==> config.mk <==
export PLATFORM = sky130hd
export DESIGN_NAME = st_bus_tx_flat
export DESIGN_NICKNAME = d
export VERILOG_FILES = /design/src/rtl/st_bus_tx_if.sv /design/src/rtl/st_bus_tx.sv /design/src/flat_wrapper.sv
export SDC_FILE = /design/constraint.sdc
export NUM_CORES = 1
export LEC_CHECK = 0
export CAP_MARGIN = 0
export CORE_MARGIN = 2
export CORE_UTILIZATION = 50
export CTS_CLUSTER_DIAMETER = 30
export DETAILED_ROUTE_END_ITERATION = 10
export GPL_TIMING_DRIVEN = 0
export PLACE_DENSITY = 0.65
export SLEW_MARGIN = 25
export SYNTH_ARGS = -nofsm -noshare
export SYNTH_HDL_FRONTEND = slang
export SYNTH_SLANG_ARGS = --single-unit
==> constraint.sdc <==
create_clock -name clk50 -period 6.1 [get_ports clk50]
set_input_delay 0.915 -clock clk50 [delete_from_list [all_inputs] [get_ports clk50]]
set_output_delay 0.915 -clock clk50 [all_outputs]
set_load 0.1 [all_outputs]
==> src/rtl/st_bus_tx_if.sv <==
// Byte write channel from the STM side into the frame back buffer.
// Latency: n/a (signal bundle only).
// Backpressure: a byte moves only on a cycle where wr_valid and wr_ready are both high.
interface st_bus_tx_if;
    logic [7:0] wr_data;
    logic       wr_valid;
    logic       wr_ready;

    modport master (output wr_data, output wr_valid, input wr_ready);
    modport slave  (input wr_data, input wr_valid, output wr_ready);
endinterface

==> src/rtl/st_bus_tx.sv <==
// ST-bus frame transmitter: double-buffered byte frame serialised MSB-first on f0/c4 timing.
// Latency: data_to_dt updates one clk50 cycle after each synchronised c4 rising tick.
// Backpressure: wr_ready drops once the back buffer is full; it returns on the cycle after a swap.
// Optional feature macro ST_BUS_TX_UNDERRUN_CNT_EN adds a saturating 16-bit underrun_cnt output.
module st_bus_tx #(
    parameter int FRAME_BITS = 384
) (
    input  logic        clk50,
    input  logic        reset_out_rg,
    input  logic        f0,
    input  logic        c4,
    st_bus_tx_if.slave  wr_bus,
    output logic        data_to_dt,
    output logic        cpu_int,
    output logic        underrun
`ifdef ST_BUS_TX_UNDERRUN_CNT_EN
    ,
    output logic [15:0] underrun_cnt
`endif
);

    localparam int NBYTES = FRAME_BITS / 8;
    localparam int IDX_W  = (NBYTES > 1) ? $clog2(NBYTES) : 1;
    localparam int CNT_W  = $clog2(FRAME_BITS + 1);

    logic                  f0_s1, f0_s2;
    logic                  c4_s1, c4_s2, c4_s3;
    logic                  c4_tick, frame_start;

    logic [7:0]            buf_q [NBYTES];
    logic [IDX_W-1:0]      wr_idx_q;
    logic                  full_q;
    logic                  rdy_q;
    logic                  wr_accept, last_wr, full_now, swap;

    logic [FRAME_BITS-1:0] load_vec;
    logic [FRAME_BITS-1:0] sh_q;
    logic [CNT_W-1:0]      bit_cnt_q;

    assign c4_tick     = c4_s2 & ~c4_s3;
    assign frame_start = c4_tick & ~f0_s2;

    // A write landing in the frame-start cycle counts toward fullness, so it is folded in here.
    assign wr_accept = wr_bus.wr_valid & rdy_q;
    assign last_wr   = wr_accept && (wr_idx_q == IDX_W'(NBYTES - 1));
    assign full_now  = full_q | last_wr;
    assign swap      = frame_start & full_now;

    assign wr_bus.wr_ready = rdy_q;

    // Two-flop synchronisers for the asynchronous frame pulse and bit clock, plus c4 edge history.
    always_ff @(posedge clk50) begin
        if (reset_out_rg) begin
            f0_s1 <= 1'b1;
            f0_s2 <= 1'b1;
            c4_s1 <= 1'b0;
            c4_s2 <= 1'b0;
            c4_s3 <= 1'b0;
        end else begin
            f0_s1 <= f0;
            f0_s2 <= f0_s1;
            c4_s1 <= c4;
            c4_s2 <= c4_s1;
            c4_s3 <= c4_s2;
        end
    end

    // Back buffer storage; contents are meaningless until full_q/wr_idx_q say otherwise.
    always_ff @(posedge clk50) begin
        if (wr_accept) begin
            buf_q[wr_idx_q] <= wr_bus.wr_data;
        end
    end

    // Write index, full flag and ready; a swap frees the buffer and reopens ready next cycle.
    always_ff @(posedge clk50) begin
        if (reset_out_rg) begin
            wr_idx_q <= '0;
            full_q   <= 1'b0;
            rdy_q    <= 1'b0;
        end else if (swap) begin
            wr_idx_q <= '0;
            full_q   <= 1'b0;
            rdy_q    <= 1'b1;
        end else if (last_wr) begin
            wr_idx_q <= '0;
            full_q   <= 1'b1;
            rdy_q    <= 1'b0;
        end else begin
            if (wr_accept) begin
                wr_idx_q <= wr_idx_q + IDX_W'(1);
            end
            rdy_q <= ~full_q;
        end
    end

    // Frame image for the shift register: buffered bytes (byte 0 at the top) or all-ones on underrun.
    always_comb begin
        load_vec = '1;
        if (swap) begin
            for (int k = 0; k < NBYTES; k++) begin
                if (last_wr && (k == NBYTES - 1)) begin
                    load_vec[FRAME_BITS-1-8*k -: 8] = wr_bus.wr_data;
                end else begin
                    load_vec[FRAME_BITS-1-8*k -: 8] = buf_q[k];
                end
            end
        end
    end

    // Serialiser: frame start presents bit 0 and restarts the count; later ticks shift until saturated.
    always_ff @(posedge clk50) begin
        if (reset_out_rg) begin
            sh_q       <= '1;
            bit_cnt_q  <= CNT_W'(FRAME_BITS);
            data_to_dt <= 1'b1;
            cpu_int    <= 1'b0;
            underrun   <= 1'b0;
        end else begin
            cpu_int  <= swap;
            underrun <= frame_start & ~full_now;
            if (frame_start) begin
                data_to_dt <= load_vec[FRAME_BITS-1];
                sh_q       <= {load_vec[FRAME_BITS-2:0], 1'b1};
                bit_cnt_q  <= CNT_W'(1);
            end else if (c4_tick) begin
                if (bit_cnt_q != CNT_W'(FRAME_BITS)) begin
                    data_to_dt <= sh_q[FRAME_BITS-1];
                    sh_q       <= {sh_q[FRAME_BITS-2:0], 1'b1};
                    bit_cnt_q  <= bit_cnt_q + CNT_W'(1);
                end else begin
                    data_to_dt <= 1'b1;
                end
            end
        end
    end

`ifdef ST_BUS_TX_UNDERRUN_CNT_EN
    // Saturating count of underrun pulses since reset.
    always_ff @(posedge clk50) begin
        if (reset_out_rg) begin
            underrun_cnt <= '0;
        end else if (underrun && (underrun_cnt != 16'hFFFF)) begin
            underrun_cnt <= underrun_cnt + 16'd1;
        end
    end
`endif

endmodule

==> src/flat_wrapper.sv <==
// flat-port wrapper written by rule: the top's interface ports become plain ports
module st_bus_tx_flat 
#(
    parameter int FRAME_BITS = 384
)
  (clk50, reset_out_rg, f0, c4, data_to_dt, cpu_int, underrun, wr_bus_wr_data, wr_bus_wr_valid, wr_bus_wr_ready);
  st_bus_tx_if wr_bus_i ();
  input  logic clk50;
  input  logic reset_out_rg;
  input  logic f0;
  input  logic c4;
  output logic data_to_dt;
  output logic cpu_int;
  output logic underrun;
  input wire logic [$bits(wr_bus_i.wr_data)-1:0] wr_bus_wr_data;
  input wire logic [$bits(wr_bus_i.wr_valid)-1:0] wr_bus_wr_valid;
  output wire logic [$bits(wr_bus_i.wr_ready)-1:0] wr_bus_wr_ready;
  assign wr_bus_i.wr_data = wr_bus_wr_data;
  assign wr_bus_i.wr_valid = wr_bus_wr_valid;
  assign wr_bus_wr_ready = wr_bus_i.wr_ready;
  st_bus_tx #(.FRAME_BITS(FRAME_BITS)) u_core (.clk50(clk50), .reset_out_rg(reset_out_rg), .f0(f0), .c4(c4), .wr_bus(wr_bus_i), .data_to_dt(data_to_dt), .cpu_int(cpu_int), .underrun(underrun));
endmodule
==> impl_metrics.yaml <==
run_status:
  status: "finished, final reports clean"
floorplan:
  fp.dieW_microns: 247
  floorplan.die_area_sq_um: 60800
  core_sq_um: 57900
  pin_count: 17
  die_h_microns: 247
  start_util: 0.508
  fp-row-count: 88
yosys:
  ys_ff_latch: 792
  avgSynthCellArea_sq_um: 10.6
  yosysSeqAreaShare: 0.669
  yosysUniqueCellTypes: 39
  synth_ff_type: "dfxtp_1"
  syn-cell-area_sq_um: 29400
  synth_edf_count: 384
  syn_inst: 2770
  async_flop_share: 0
  syn_nets: 2786
  yosys_warnings: 0
min_path:
  hp-class: "reg2reg"
  whs_path_depth: 1
clocking:
  cts.repair.resized: 0
  clockRootBuffer: "clkbuf_16"
  cts_setup_buffers: 0
  clk_path_buf_depth: 3
  cts_tree: "built"
  clkTransAtPathRegs_ns: 0.04
  clk_latency_ns: 0.72
  cts_hold_buffers: 0
  cts_sinks: 792
  h-tree-depth: 4
  cts_buffers: 141
sta:
  tightestPinTransition_ns: 1.08
  finClkSkew_ns: 0.0257
  hold_viol: 0
  fmax_mhz: 306
  min_period_ns: 3.27
  fin_crit_sh: 0.535
  whs_ns: 0.426
  finalSetupViolations: 0
  finalMaxSlewViolations: 0
  relSlewSlack: 0.275
  rsz0062_at_grt: "no"
  setup_tns_ns: 0
place:
  dp_cells: 3559
  portBuffers: 15
  globalplace.congestion: 0.793
  place_hpwl_mm: 43.2
layout:
  fillers: 4647
  final_common_cell: "a21oi_1"
  final_cells: 3821
  num_antenna_cells: 0
  seqCellArea_sq_um: 19700
  final_cell_mix: "a21oi_1 (754), dfxtp_1 (408), edfxtp_1 (384)"
  multi_input_area_sq_um: 8690
  final_layout_size_suffix_gt1_frac: 0.0975
  area_growth_syn_to_layout_pct: 20.7
  finalNetCount: 2953
routing:
  routed_wl_mm: 72.3
  drc: 0
  post_drt_wl_per_cell_microns: 18.9
  vias: 22223
  dr.pass1.iters: 5
  ant_nets: 0
  vias_per_cell: 5.82
  drtIter0Drc: 1848
pwr:
  power_leakage_nw: 10.8
  ir_drop_mv: 0.296
  seqPwrFrac: 0.415
  power_frac_comb: 0.021
  sw_frac_of_total: 0.207
  clock_power_share: 0.564
  p_int_mw: 10.9
  p_switching_mw: 2.83
  p_per_area_nw_per_um2: 385
grt:
  grt_pass1_wl_mm: 113
  grt_pass1_vias: 21508
  grt_use_total: 0.239
  antenna_found_initial: 0
  grt_max_degree: 37
  grt_overflow: 0
setup_path:
  cp.arrival_ns: 2.35
  cp_cell_sequence: "clkdlybuf4s50_1"
  cp_max_fo: 4
  critical_path_required_ns: 5.18
  cpLargestDelayFamily: "buffers and inverters"
  start_kind: "flip-flop"
  crit_slowest_cell: "clkdlybuf4s50_1"
  slowest_delay_ns: 1.19
  path_depth: 1
  rr_worst_depth: 8
  cp_num_buf_inv: 1
  end_kind: "output port"
  timing.setup.critical_path_class: "reg2out"
flow_run:
  maxCapViolCount: 0
==> power by group through the flow <==
| stage | clock network [mW] | registers (mW) | logic [mW] |
|---|---|---|---|
| global route | 8.08 | 5.67 | 0.312 |
| detailed placement | 0 | 5.77 | 0.284 |
| finish | 7.72 | 5.67 | 0.287 |
| global placement | 0 | 5.78 | 0.263 |
| floorplan | 0 | 5.77 | 0.137 |
| CTS | 7.81 | 5.67 | 0.287 |
==> synth_stat cells (9+ instances only) <==
master,count,area share
nand3_1,9,0.0015
a21oi_1,755,0.13
nor2_1,65,0.0083
buf_2,40,0.0068
or3_1,12,0.0025
nor3_1,384,0.065
nand2_1,19,0.0024
o21ai_1,41,0.0070
o21ai_0,335,0.057
dfxtp_1,408,0.28
edfxtp_1,384,0.39
clkbuf_1,191,0.024
buf_1,39,0.0050
a211oi_1,14,0.0036
==> layer usage <==
| metal | up-vias | GRT usage | wire length [microns] |
|---|---|---|---|
| met5 | - | 0 | 0 |
| met4 | 0 | 0.105 | 2320 |
| met3 | 170 | 0.0552 | 4720 |
| met2 | 723 | 0.382 | 33800 |
| met1 | 10701 | 0.313 | 31500 |
| li1 | 10629 | - | - |
==> registers in the layout, indices dropped and copies added, names as in the netlist <==
| signal | count |
|---|---|
| u_core.sh_q | 383 |
| u_core.c4_s2 | 1 |
| u_core.f0_s1 | 1 |
| u_core.wr_idx_q | 6 |
| u_core.underrun | 1 |
| u_core.buf_q | 384 |
| u_core.data_to_dt | 1 |
| u_core.f0_s2 | 1 |
| u_core.bit_cnt_q | 9 |
| u_core.full_q | 1 |
| u_core.wr_bus.wr_ready | 1 |
| u_core.c4_s1 | 1 |
| u_core.c4_s3 | 1 |
| u_core.cpu_int | 1 |
==> path summary, 6_finish.rpt <==
kind	slack, ns	to	from
hold reg to reg	0.43	u_core.f0_s2	u_core.f0_s1
hold / removal	0.43	u_core.f0_s2	u_core.f0_s1
setup reg to reg	3.03	u_core.sh_q[158]	u_core.bit_cnt_q[0]
setup / recovery	2.83	wr_bus_wr_ready	u_core.wr_bus.wr_ready
==> metrics by stage <==
stage          area [sq um]   util  setup WS, ns  total power, mW
6_report              35500  0.614          2.83             13.7
5_1_grt               35500  0.614          2.79             14.1
4_1_cts               35500  0.613          2.82             13.8
3_5_place_dp          30700  0.531          2.50             6.05
3_3_place_gp          30600  0.528          1.54             6.04
2_1_floorplan         29400      -          3.12             5.90
==> cell families after synthesis <==
kind of cell / after synthesis / synth area share
compound gates: 1169 / 0.202
flops: 792 / 0.669
simple gates: 516 / 0.0863
buf+inv: 277 / 0.0370
xor+xnor: 12 / 0.00357
fa+ha+maj: 3 / 0.00127
mux: 1 / 0.000340
==> cell type report <==
cell class,instances,share of cell area
Timing Repair Buffer,24,0.00901
Multi-Input combinational cell,1701,0.244
Clock inverter,80,0.0239
Buffer,270,0.0299
Sequential cell,792,0.554
Tap cell,765,0.0269
Inverter,7,0.000739
Clock buffer,182,0.111
Power figures use the tool's default switching activity.
